### src/rtl/fetch_sequencer.sv
// Byte-serial instruction fetch: reads four bytes from a byte-wide memory,
// assembles a big-endian word and offers it on a valid/ready interface.
module fetch_sequencer #(
  parameter logic [31:0] RESET_PC  = 32'h0000_0000,
  parameter int          MEM_BYTES = 2048
) (
  input  logic        clk,
  input  logic        rst,
  output logic        mem_rd_en,
  output logic [31:0] mem_addr,
  input  logic [7:0]  mem_rdata,
  input  logic        redirect,
  input  logic [31:0] redirect_pc,
  output logic        out_valid,
  input  logic        out_ready,
  output logic [31:0] out_instr,
  output logic [31:0] out_pc,
  output logic [1:0]  err
);

  typedef enum logic [1:0] {FETCH, DRAIN, VALID, ERROR} state_t;

  localparam logic [31:0] LAST_WORD = 32'(MEM_BYTES - 4);

  state_t      state_q, state_d;
  logic [1:0]  cnt_q, cnt_d;
  logic [31:0] pc_q, pc_d;
  logic        cap_en_q, cap_en_d;
  logic [1:0]  cap_idx_q, cap_idx_d;
  logic [31:0] asm_q, asm_d;
  logic        out_valid_q, out_valid_d;
  logic [31:0] out_instr_q, out_instr_d;
  logic [31:0] out_pc_q, out_pc_d;
  logic [1:0]  err_q, err_d;

  logic start, misaligned, out_of_range, strobe;

  always_comb begin
    state_d     = state_q;
    cnt_d       = cnt_q;
    pc_d        = pc_q;
    asm_d       = asm_q;
    out_valid_d = out_valid_q;
    out_instr_d = out_instr_q;
    out_pc_d    = out_pc_q;
    err_d       = err_q;

    start        = (state_q == FETCH) && (cnt_q == 2'd0);
    misaligned   = (pc_q[1:0] != 2'b00);
    out_of_range = (pc_q > LAST_WORD);
    // The address checks gate the very first strobe of a word, so a bad pc never reaches memory.
    strobe       = (state_q == FETCH) && !(start && (misaligned || out_of_range));

    cap_en_d  = strobe;
    cap_idx_d = cnt_q;

    if (cap_en_q) begin
      case (cap_idx_q)
        2'd0:    asm_d[31:24] = mem_rdata;
        2'd1:    asm_d[23:16] = mem_rdata;
        2'd2:    asm_d[15:8]  = mem_rdata;
        default: asm_d[7:0]   = mem_rdata;
      endcase
    end

    case (state_q)
      FETCH: begin
        if (start && misaligned) begin
          state_d = ERROR;
          err_d   = 2'b01;
        end else if (start && out_of_range) begin
          state_d = ERROR;
          err_d   = 2'b10;
        end else begin
          cnt_d = cnt_q + 2'd1;
          if (cnt_q == 2'd3) state_d = DRAIN;
        end
      end
      DRAIN: begin
        state_d     = VALID;
        out_valid_d = 1'b1;
        out_instr_d = {asm_q[31:8], mem_rdata};
        out_pc_d    = pc_q;
      end
      VALID: begin
        if (out_ready) begin
          state_d     = FETCH;
          out_valid_d = 1'b0;
          pc_d        = pc_q + 32'd4;
        end
      end
      default: ;
    endcase

    // Redirect wins over every state and also over a coincident transfer.
    if (redirect) begin
      state_d     = FETCH;
      cnt_d       = 2'd0;
      pc_d        = redirect_pc;
      out_valid_d = 1'b0;
      cap_en_d    = 1'b0;
      err_d       = 2'b00;
    end
  end

  always_ff @(posedge clk) begin
    if (rst) begin
      state_q     <= FETCH;
      cnt_q       <= 2'd0;
      pc_q        <= RESET_PC;
      cap_en_q    <= 1'b0;
      cap_idx_q   <= 2'd0;
      asm_q       <= 32'd0;
      out_valid_q <= 1'b0;
      out_instr_q <= 32'd0;
      out_pc_q    <= RESET_PC;
      err_q       <= 2'b00;
    end else begin
      state_q     <= state_d;
      cnt_q       <= cnt_d;
      pc_q        <= pc_d;
      cap_en_q    <= cap_en_d;
      cap_idx_q   <= cap_idx_d;
      asm_q       <= asm_d;
      out_valid_q <= out_valid_d;
      out_instr_q <= out_instr_d;
      out_pc_q    <= out_pc_d;
      err_q       <= err_d;
    end
  end

  assign mem_rd_en = strobe && !rst;
  assign mem_addr  = mem_rd_en ? (pc_q + {30'd0, cnt_q}) : 32'd0;
  assign out_valid = out_valid_q;
  assign out_instr = out_instr_q;
  assign out_pc    = out_pc_q;
  assign err       = err_q;

endmodule

### config.mk
export PLATFORM = sky130hd
export DESIGN_NAME = fetch_sequencer
export DESIGN_NICKNAME = d
export VERILOG_FILES = /design/src/rtl/fetch_sequencer.sv
export SDC_FILE = /design/constraint.sdc
export NUM_CORES = 1
export LEC_CHECK = 0
export ABC_AREA = 1
export CAP_MARGIN = 10
export CORE_ASPECT_RATIO = 1.1
export CORE_UTILIZATION = 51
export DETAILED_ROUTE_END_ITERATION = 7
export PLACE_DENSITY_LB_ADDON = 0.1
export SYNTH_ARGS = -nofsm -noshare
export SYNTH_HDL_FRONTEND = slang
export SYNTH_SLANG_ARGS = --single-unit
### constraint.sdc
create_clock -name clk -period 2.6 [get_ports clk]
set_input_delay 0.39 -clock clk [delete_from_list [all_inputs] [get_ports clk]]
set_output_delay 0.39 -clock clk [all_outputs]
set_load 0.1 [all_outputs]
## Word level (Yosys, flattened, before mapping)

Index checks and enable logic that the tools add are counted.

- Flip-flop bits (word level): 130
- Latch bits: 0
- Bits in writable memories: 0
- Memory bits (read-only): 0
- Input bits: 44
- Word-level logic and storage cells: 65
- Memories kept: 0

- Add/subtract/negate cells: 3
- $mul: 0
- Divide/modulo/power cells: 0
- Order comparisons: 1
- Equal/unequal tests: 7
- Shifts and indexed selects: 0
- Multiplexer cells: 13
- Bitwise logic cells: 2
- Reduce and logical (&&, ||, !) cells: 27

Operator list:

| operator | number |
|---|---|
| $mux 32 | 4 |
| $add 32x2->32 | 1 |
| $add 32x3->32 const B | 1 |
| $gt 32x11->1 const B | 1 |
| $mux 2 | 6 |
| $reduce_and 2->1 | 6 |
| $reduce_bool 2->1 | 5 |
| $eq 2x2->1 const B | 3 |
| $logic_and 1x1->1 | 6 |
| $logic_not 2->1 | 3 |
| $pmux 2 s3 | 1 |
| $reduce_and 3->1 | 2 |
| $eq 2x1->1 const B | 2 |
| $ne 4x1->1 const B | 1 |
| $reduce_bool 3->1 | 1 |
| $add 2x1->2 const B | 1 |
| $logic_not 1->1 | 2 |
| $ne 2x2->1 const B | 1 |
| $not 1->1 | 2 |
| $pmux 1 s2 | 1 |
| $reduce_or 2->1 | 1 |
| $logic_or 1x1->1 | 1 |
| $mux 1 | 1 |

## Longest topological paths before layout

- Depth in word-level cells: 7
- Gate-level depth with buffers: 11

## Worst setup path after synthesis

No wires, ideal clock.

- Kind: register to output
- Start point: register pc_q[2]
- End point: output mem_addr[30]
- Arrival: 4.135 ns
- Required time: 2.210 ns
- Path slack: -1.925 ns
- Stages on the path, launching flop included: 11
- Cells stage by stage: dfxtp_1 -> ha_1 -> nand2_1 -> nor2_4 -> nand3_1 -> nor2_2 -> o21bai_4 -> nand3_2 -> nor2_1 -> o21ai_0 -> nor2_1

- Word-level cells in the longest chain between the ends: 7
- Elaborated cells on any way between the ends: 8

Ends and longest elaborated chain:

| what | line | source |
|---|---|---|
| start, declared | 27 | `logic [31:0] pc_q, pc_d;` |
| start signal, assigned | 121 | `pc_q <= pc_d;` |
| $gt 32x11->1 | 50 | `out_of_range = (pc_q > LAST_WORD);` |
| $logic_or 1x1->1 | 52 | `strobe = (state_q == FETCH) && !(start && (misaligned \|\| out_of_range));` |
| $logic_and 1x1->1 | 52 |  |
| $logic_not 1->1 | 52 |  |
| $logic_and 1x1->1 | 52 |  |
| $logic_and 1x1->1 | 132 | `assign mem_rd_en = strobe && !rst;` |
| net mem_rd_en | 9 | `output logic mem_rd_en,` |
| $mux 32 | 133 | `assign mem_addr = mem_rd_en ? (pc_q + {30'd0, cnt_q}) : 32'd0;` |
| end, declared | 10 | `output logic [31:0] mem_addr,` |

The timed path passes the listed nets, and every way through them passes these cells.

## Final worst setup path

- Start point: register pc_q[15]
- End point: output mem_addr[22]

- Word-level cells in the longest chain between the ends: 7
- Elaborated cells on any way between the ends: 8

Ends and longest elaborated chain:

| what | line |
|---|---|
| $gt 32x11->1 | 50 |
| $logic_or 1x1->1 | 52 |
| $logic_and 1x1->1 | 52 |
| $logic_not 1->1 | 52 |
| $logic_and 1x1->1 | 52 |
| $logic_and 1x1->1 | 132 |
| $mux 32 (*) | 133 |

Every way passes the cells marked *; elsewhere a longest branch is shown, timed or not.

==> flow_summary_export.csv <==
group,metric,value,unit
clock_network,cts_hold_buf,0,
yosys,seq_area_frac_synth,40.6,%
critical_path,start_kind,"flip-flop",
timing,finalMaxSlewViolations,0,
floorplan,die-area,13000,sq um
yosys,synthFlopType,"dfxtp_1",
timing,hold_viol,0,
yosys,synth_async_sr_flop_share,0,%
timing,clock_skew,0.00911,ns
timing,slew_headroom,50.5,%
yosys,synth-edff-count,0,
global_routing,grt_pass1_vias,6615,
layout,fillers,787,
critical_path,cp_max_fo,7,
placed_design,numPortBuffers,143,
floorplan,die_w,109,um
timing,layout_min_cycle_time,2.71,ns
yosys,syn_inst,929,
clock_network,cts.sinks,130,
timing,worst_slack,-0.114,ns
yosys,synth_area,6400,sq um
critical_path,cp.required,2.21,ns
flow_run,max_cap_violations,0,
global_routing,track_usage,34.2,%
critical_path,cp.arrival,2.32,ns
yosys,ys_types,39,
drt,finalWirelength,23100,um
critical_path,rr_endpoint,"pc_q[30]$_SDFFE_PP0P_",
timing,fmax,368,MHz
placed_design,gp_congestion,1.01,
worst_hold_path,worstHoldPathType,"flip-flop to flip-flop",
drt,wire_per_inst,17.8,um
layout,drive_gt1_share,33.3,%
timing,whs,0.480,ns
status,violations,"setup timing",
drt,drtIter0Drc,725,
power,p_leak,0.00430,uW
power,ir_drop,951,uV
critical_path,ff2ff_setup_slack,0.31,ns
power,powerDensity,1150,nW/um^2
global_routing,antenna_found_initial,0,
layout,nets,1180,
yosys,ys.warnings.count,0,
timing,min_period_over_period,104,%
critical_path,crit_type,"flip-flop to output port",
worst_hold_path,hold_start,"asm_q[10]$_SDFFE_PP0P_",
yosys,synthesis.nets,983,
floorplan,rows,42,
floorplan,coreArea,12100,sq um
layout,multiInputGateArea,3970,sq um
global_routing,grt_max_degree,93,
floorplan,initial_core_util,52.8,%
layout,design_area,10000,sq um
critical_path,critical_path.endpoint_type,"output port",
critical_path,rr_worst_depth,16,
layout,areaGrowthSynthToFinish,56.3,%
worst_hold_path,min_to,"out_instr[10]$_SDFFE_PP0P_",
critical_path,reg2reg_from,"pc_q[2]$_SDFFE_PP0P_",
clock_network,cts_tree,"built",
global_routing,globalRouteOverflowTotal,0,
drt,dr.pass1.iters,5,
clock_network,root_buffer,"clkbuf_16",
drt,route.detailed.drc,0,
timing,tightest_slew,0.742,ns
layout,num_antenna_cells,0,
drt,ant_nets,0,
placed_design,dpl.hpwl,15500,um
drt,viasPerCell,5.61,
yosys,ys_seq_elements,130,
floorplan,ios,144,
placed_design,placedInstanceArea,8570,sq um
worst_hold_path,hold_path_depth,2,
layout,regArea,2660,sq um
timing,fin_tns_setup,-1.98,ns
clock_network,clkTransAtPathRegs,0.06,ns
clock_network,htreeDepth,4,
timing,final-setup-viol-count,33,
clock_network,clk_latency,0.42,ns
placed_design,pre_cts_ws,0.0313,ns
drt,vias,7249,
floorplan,die_y,120,um
status,status,"finished, violations left",
timing,rsz0062_at_grt,"yes",
global_routing,grt_pass1_wl,33700,um
yosys,synth_area_per_cell,6.89,sq um
clock_network,cts_buffer_depth,2,
clock_network,cts_buffers,17,
-- layer usage --
layer  vias to the layer above  wire, um  GRT usage [%]
met1                      3343      8570           40.7
met2                       447     11200           56.8
met3                       101      1860           6.41
met5                         -         0              0
met4                         0      1400           19.6
li1                       3358         -              -
-- power breakdown --
group          internal [uW]  leakage, uW  total (uW)  switching [uW]
Sequential              2470      0.00108        2750             277
Combinational           1620      0.00295        6310            4690
Clock                   1460     0.000283        2430             978
Total                   5550      0.00430       11500            5950
-- worst max path at each step --
stage | end | startpoint | slack (ns) | cells after the start
3_5_place_dp | mem_addr[21] | pc_q[10]$_SDFFE_PP0P_ | 0.03 | 8
4_1_cts | mem_addr[28] | pc_q[0]$_SDFFE_PP0P_ | -0.07 | 10
5_1_grt | mem_addr[22] | pc_q[15]$_SDFFE_PP0P_ | -0.15 | 11
6_report | mem_addr[22] | pc_q[15]$_SDFFE_PP0P_ | -0.11 | 11
2_1_floorplan | mem_addr[30] | pc_q[2]$_SDFFE_PP0P_ | -0.16 | 10
3_3_place_gp | mem_addr[21] | pc_q[17]$_SDFFE_PP0P_ | -0.008 | 9
-- final cells by class --
class,instances,share of cell area (%)
multi-input combinational,681,39.7
inverter,67,2.60
clock buffer,19,4.42
timing repair buffer,229,23.3
sequential,130,26.5
clock inverter,13,1.51
tap,154,1.92
-- Yosys cell counts, types with 5 or more instances --
cell type / instances / area share, %
nand3_1: 25 / 2.0
nor2_1: 237 / 14
ha_1: 9 / 1.8
nor3_1: 15 / 1.2
dfxtp_1: 130 / 41
xnor2_1: 7 / 0.96
nand2_1: 152 / 8.9
nor2_2: 9 / 0.88
buf_6: 6 / 1.1
xor2_1: 30 / 4.1
o21ai_0: 109 / 8.5
a31oi_1: 17 / 1.7
a21oi_1: 35 / 2.7
inv_1: 63 / 3.7
clkbuf_1: 36 / 2.1
buf_2: 5 / 0.39
-- placed cells by master (no fill, tap or decap), types with 9 or more instances in the layout --
cell / synthesis / layout
nand2_2: 4 / 15
nor2_2: 9 / 17
clkbuf_16: 0 / 17
buf_4: 2 / 141
nand3_1: 25 / 21
inv_2: 4 / 10
xor2_2: 0 / 13
nand2_1: 152 / 137
xor2_1: 30 / 17
a21oi_1: 35 / 34
nor2_1: 237 / 196
nor2_4: 2 / 35
dfxtp_2: 0 / 20
clkdlybuf4s50_1: 0 / 43
buf_12: 0 / 37
nor3_4: 1 / 9
inv_1: 63 / 54
dfxtp_1: 130 / 102
a31oi_1: 17 / 17
o21ai_0: 109 / 106
-- worst max-delay path: stages (launching register included) --
cell	delay, ns
dfxtp_2	0.37
nor2_1	0.15
nand2_1	0.09
nor2_1	0.15
nand3_2	0.11
o21bai_4	0.20
nand3_4	0.11
inv_4	0.10
nand2_8	0.10
buf_12	0.17
nor3_4	0.15
buf_12	0.20
-- logic make-up after synthesis --
| group | synth area share (%) |
|---|---|
| AND/OR/NAND/NOR | 29.8 |
| AO/OA/AOI/OAI | 14.6 |
| flip-flops | 40.6 |
| buffers and inverters | 7.83 |
| XOR/XNOR | 5.06 |
| adder cells (fa/ha/maj) | 2.07 |
-- sequential cells by signal, indices dropped and copies added, names as in the netlist --
| signal | count |
|---|---|
| pc_q | 32 |
| state_q | 2 |
| out_instr | 32 |
| cap_en_q | 1 |
| cap_idx_d | 2 |
| err | 2 |
| asm_q | 24 |
| out_valid | 1 |
| cap_idx_q | 2 |
| out_pc | 32 |
-- repair_timing --
| item | in CTS | in global routing |
|---|---|---|
| pin swaps | 20 | 36 |
| setup buffers | 18 | 21 |
| cloned | 1 | 0 |
| endpoints found under the setup margin | 32 | 33 |
| resized for setup | 86 | 63 |
-- per-stage QoR --
step | utilization (%) | total power, uW | std cells
after floorplan | - | 7220 | 929
after global placement | 70.6 | 8570 | 1221
after detailed placement | 70.6 | 8620 | 1221
after CTS | 79.4 | 11300 | 1272
after global routing | 82.5 | 11900 | 1293
final | 82.5 | 11500 | 1293
(Power assumes the default switching activity.)
